`config.mk`:
```
export PLATFORM = sky130hd
export DESIGN_NAME = misr16
export DESIGN_NICKNAME = d
export VERILOG_FILES = /design/src/rtl/gate_check_pkg.sv /design/src/rtl/gate_response_checker_misr16.sv
export SDC_FILE = /design/constraint.sdc
export NUM_CORES = 1
export LEC_CHECK = 0
export CORE_UTILIZATION = 37
export DETAILED_ROUTE_END_ITERATION = 7
export DONT_BUFFER_PORTS = 1
export SLEW_MARGIN = 0
export SYNTH_ARGS = -nofsm -noshare
export SYNTH_HDL_FRONTEND = slang
export SYNTH_SLANG_ARGS = --single-unit
export TNS_END_PERCENT = 10
```
`constraint.sdc`:
```
create_clock -name clk -period 1.45 [get_ports clk]
set_input_delay 0.2175 -clock clk [delete_from_list [all_inputs] [get_ports clk]]
set_output_delay 0.2175 -clock clk [all_outputs]
set_load 0.01 [all_outputs]
```
`src/rtl/gate_check_pkg.sv`:
```
// Shared types and helpers for the gate-block response checker.
// Holds the FSM state enum, response-bit positions, MISR polynomial and the
// truth-table model of the basic-gates block.
package gate_check_pkg;

  localparam int unsigned RESP_W = 9;
  localparam int unsigned SIG_W  = 16;

  // Bit positions inside the response word
  localparam int unsigned B_OR     = 0;
  localparam int unsigned B_NAND   = 1;
  localparam int unsigned B_XNOR   = 2;
  localparam int unsigned B_XOR    = 3;
  localparam int unsigned B_NOR    = 4;
  localparam int unsigned B_AND    = 5;
  localparam int unsigned B_BUF    = 6;
  localparam int unsigned B_INV    = 7;
  localparam int unsigned B_NOTIF1 = 8;

  localparam logic [SIG_W-1:0] MISR_POLY = 16'h1021;

  typedef enum logic [2:0] {
    ST_IDLE,
    ST_DRIVE,
    ST_SETTLE,
    ST_SAMPLE,
    ST_DONE
  } state_e;

  typedef struct packed {
    logic [RESP_W-1:0] val;
    logic [RESP_W-1:0] mask;
  } exp_resp_t;

  // Expected gate responses for vector v = {Enable,in2,in1}
  function automatic exp_resp_t exp_resp(input logic [2:0] v);
    exp_resp_t res;
    logic a;
    logic b;
    logic e;
    a = v[0];
    b = v[1];
    e = v[2];
    res.val            = '0;
    res.mask           = '1;
    res.val[B_OR]      = a | b;
    res.val[B_NAND]    = ~(a & b);
    res.val[B_XNOR]    = ~(a ^ b);
    res.val[B_XOR]     = a ^ b;
    res.val[B_NOR]     = ~(a | b);
    res.val[B_AND]     = a & b;
    res.val[B_BUF]     = a;
    res.val[B_INV]     = ~a;
    // notif1 floats when disabled, so it is neither compared nor signed
    res.val[B_NOTIF1]  = e & ~a;
    res.mask[B_NOTIF1] = e;
    return res;
  endfunction

endpackage

```
`src/rtl/gate_response_checker_misr16.sv`:
```
// 16-bit multiple-input signature register.
// Ports: clk/rst (async high), load_i reloads SEED, en_i folds data_i into
// the signature, sig_o is the registered signature.
module misr16
  import gate_check_pkg::*;
#(
  parameter logic [15:0] SEED = 16'hFFFF
) (
  input  logic              clk,
  input  logic              rst,
  input  logic              load_i,
  input  logic              en_i,
  input  logic [RESP_W-1:0] data_i,
  output logic [SIG_W-1:0]  sig_o
);

  logic [SIG_W-1:0] sig_q;
  logic [SIG_W-1:0] sig_d;

  // Load has priority over shift
  always_comb begin
    sig_d = sig_q;
    if (load_i) begin
      sig_d = SEED;
    end else if (en_i) begin
      sig_d = {sig_q[SIG_W-2:0], 1'b0}
            ^ (sig_q[SIG_W-1] ? MISR_POLY : '0)
            ^ {(SIG_W-RESP_W)'(0), data_i};
    end
  end

  always_ff @(posedge clk or posedge rst) begin
    if (rst) sig_q <= SEED;
    else     sig_q <= sig_d;
  end

  assign sig_o = sig_q;

endmodule

```
* Yosys cells after proc, flatten, opt, wreduce, memory -nomap -nowiden
Cells that the tools add are included.
Word-level totals: register bits 16, input port bits 13, logic and storage cells 7
Cells by class: multiplexer cells 3, bitwise operators 2, reductions and logical operators 1
Operator list (count):
- $mux W16 | 2
- $xor A16 B13 Y16 | 1
- $xor A16 B9 Y16 | 1
- $mux W13 | 1
- $reduce_bool A2 Y1 | 1

* Depth between registers and ports, before layout
depth after elaboration 5, mapped depth 3, depth with buffers taken out 2

* Worst setup path after synthesis
Ideal clock, no wire load.
kind reg2reg, start point register sig_q[15], in the netlist sig_o[15], end point register sig_q[5], in the netlist sig_o[5], arrival 1.262 ns, setup slack 0.106 ns, stages on the path, launching flop included 3, path buffers 0, clock period less this slack 1.344 ns, cell sequence dfstp_2 -> xor3_1 -> a211o_1
On the way: word-level cells in the longest chain between the ends 5
RTL lines:
- from (decl) | RTL line gate_response_checker_misr16.sv:17 | logic [SIG_W-1:0] sig_q;
- from (signal assigned) | RTL line gate_response_checker_misr16.sv:34 | else sig_q <= sig_d;
- $mux W13 | RTL line gate_response_checker_misr16.sv:27 | ^ (sig_q[SIG_W-1] ? MISR_POLY : '0)
- $xor A16 B13 Y16 | RTL line gate_response_checker_misr16.sv:27
- $xor A16 B9 Y16 | RTL line gate_response_checker_misr16.sv:28 | ^ {(SIG_W-RESP_W)'(0), data_i};
- $mux W16 | RTL line gate_response_checker_misr16.sv:25 | end else if (en_i) begin
- $mux W16 | RTL line gate_response_checker_misr16.sv:23 | if (load_i) begin
Every way passes these cells. The select of a mux whose other input is x is not followed. A chain may end at the register's enable or synchronous reset.

* Final worst setup path
Same ends and word-level chain as after synthesis.

==> metrics <==
Synth Cell Area=793.3 sq um; Hold Crit Class=input port to flop; DRC=0; post-CTS setup buffers=0; Port-buffer cells=0; kind of cell adding the most delay to the critical path=flip-flops; Synth Register Bits=16; initial core utilization=40.03%; Setup Viol. Count Final=0; CTS H-tree lvls=1; Finished Core Util=42.74%; Leakage Power=0.3389 nW; maxcap violations=0; crit path DAT=1530 ps; critical path data required time=1670 ps; first-pass GRT wire length=2394 microns; initial antenna violation count=0; DR iter-0 viols=6; Worst Max-Slew Pin Slew=591.7 ps; Die Wd=48.30 microns; RePlAce Congestion=0.6454; Clk Latency, worst-skew pair=roughly 280 ps; Crit path buffers/inverters=0; antenna cells=0; top post-synthesis cells by area=dfstp_2, a211o_1, nor2b_1; sequential element share of the synthesized area=53.00%; pin count of the biggest net entering global routing=33; crit path capture=sig_o[5]; RSZ-0062 raised after global routing=no; I/O Pins=29; CP Launch Type=flop; status=finished, final reports clean; Max Freq=768.1 MHz; crit path max fanout=2; layout cells sized above 1=roughly 34%; die area=2333 sq um; DR pass1 iterations=4; critical path, cell by cell=xor3_1, a211o_1; Setup crit end kind=flop; YS warnings=0; Post-Synthesis Cells=64; power per cell area=1124 nW/um^2; cts bufs inserted=3; Critical Path Stages=2; # clock sinks=16; final net count=78; total grt overflow=0; Clock transition at path regs=100 ps; synth unique cells=9; worst hold stages=1; final antenna-violating net count=0; die height=roughly 48 microns; setup_tns=0 ps; hold slack=27.36 ps; placed cell area=810.8 sq um; Slew HR=60.51%; CTS resizes=0; GRT Overall Usage=between 10% and 20%; Via density=5.121; area delta synth->final=6.782%; vias in the first global route=507; Detailed Place HPWL=921.4 microns; hold buffer count at cts=0; CP Class=flop to flop; FF-to-FF Start=sig_o[15]; Avg Inst Size Synth=12.39 sq um; via count=roughly 470; core area=1982 sq um; routed wire length=1368 microns; Wirelength per Cell=roughly 15 microns; crit path launch=sig_o[15]; syn_nets=77; Worst path slowest cell=dfstp_2; max incr delay on CP=540 ps; Row Count=16; max-slew violations=0; R2R cell count=2; CTS tree=yes; top cell type's share of synthesized area=53.00%; max reg flops=16; ratio of final minimum period to clock period=89.79%; area leader, netlist=dfstp_2; clock buffer depth=2; Peak VDD IR=around 0.7 mV; R2R Path End=sig_o[5]; minimum clock period=1302 ps; Root Driver=clkbuf_4; Final Hold Fails=0; clock skew=around 9 ps; Finished Cell Area=847.1 sq um; r2r setup slk=around 150 ps
metal layers:
layer	wire length [microns]	global-route usage, %
met5	0	0
met4	0	2.941
met3	125	6.604
met2	668	23.94
met1	574	14.20
power by group:
part | internal (mW) | switching, mW | total, mW
clock network | 0.153 | 0.138 | 0.291
logic | 0.0652 | 0.0400 | 0.105
registers | 0.508 | 0.0482 | 0.557
worst register-to-register path: stages (launching register included):
cell	delay, ps
dfstp_2	540
xor3_1	400
a211o_1	300
cell families (layout without fill, tap and decap cells):
group	after synthesis	count (layout)	synth area share (%)
AO/OA/AOI/OAI	16	16	17.67
flip-flops	16	16	53.00
AND/OR/NAND/NOR	16	16	12.93
XOR/XNOR	10	10	12.93
buffers and inverters	6	6	3.469
how the worst min path moves through the flow:
stage	startpoint	end
final	load_i	sig_o[3]
after floorplan	rst	sig_o[0]
after global placement	load_i	sig_o[9]
after global routing	load_i	sig_o[12]
after detailed placement	load_i	sig_o[12]
after CTS	load_i	sig_o[9]
Yosys cell counts:
master / count
a211o_1: 16
buf_2: 4
clkbuf_1: 1
dfstp_2: 16
inv_1: 1
nor2b_1: 15
nor2b_2: 1
xor2_1: 9
xor3_1: 1
placed cells by master, fill, tap and decap left out:
cell type	count
clkbuf_8	1
dfstp_2	16
xor2_1	9
inv_1	1
clkbuf_4	3
buf_4	1
nor2b_1	15
xor3_1	1
a211o_1	16
nor2b_2	1
cell type report:
| type | count | area (sq um) |
|---|---|---|
| flip-flops and latches | 16 | 420.4 |
| inverters | 1 | 3.754 |
| multi-input cells | 42 | 345.3 |
| clock buffers | 4 | 36.28 |
| fillers | 193 | 1135 |
| well taps | 27 | 33.78 |
| repair buffers | 1 | 7.507 |
per-stage QoR:
stage          power, mW  instances  worst slack (ps)
2_1_floorplan     0.6638         64             106.4
3_3_place_gp      0.6659         87             187.9
3_5_place_dp      0.6718         87             152.4
4_1_cts           0.9718         91             138.6
5_1_grt            1.016         91             97.26
6_report          0.9524         91             148.1
Note: power is estimated with default switching activity, not from simulation.
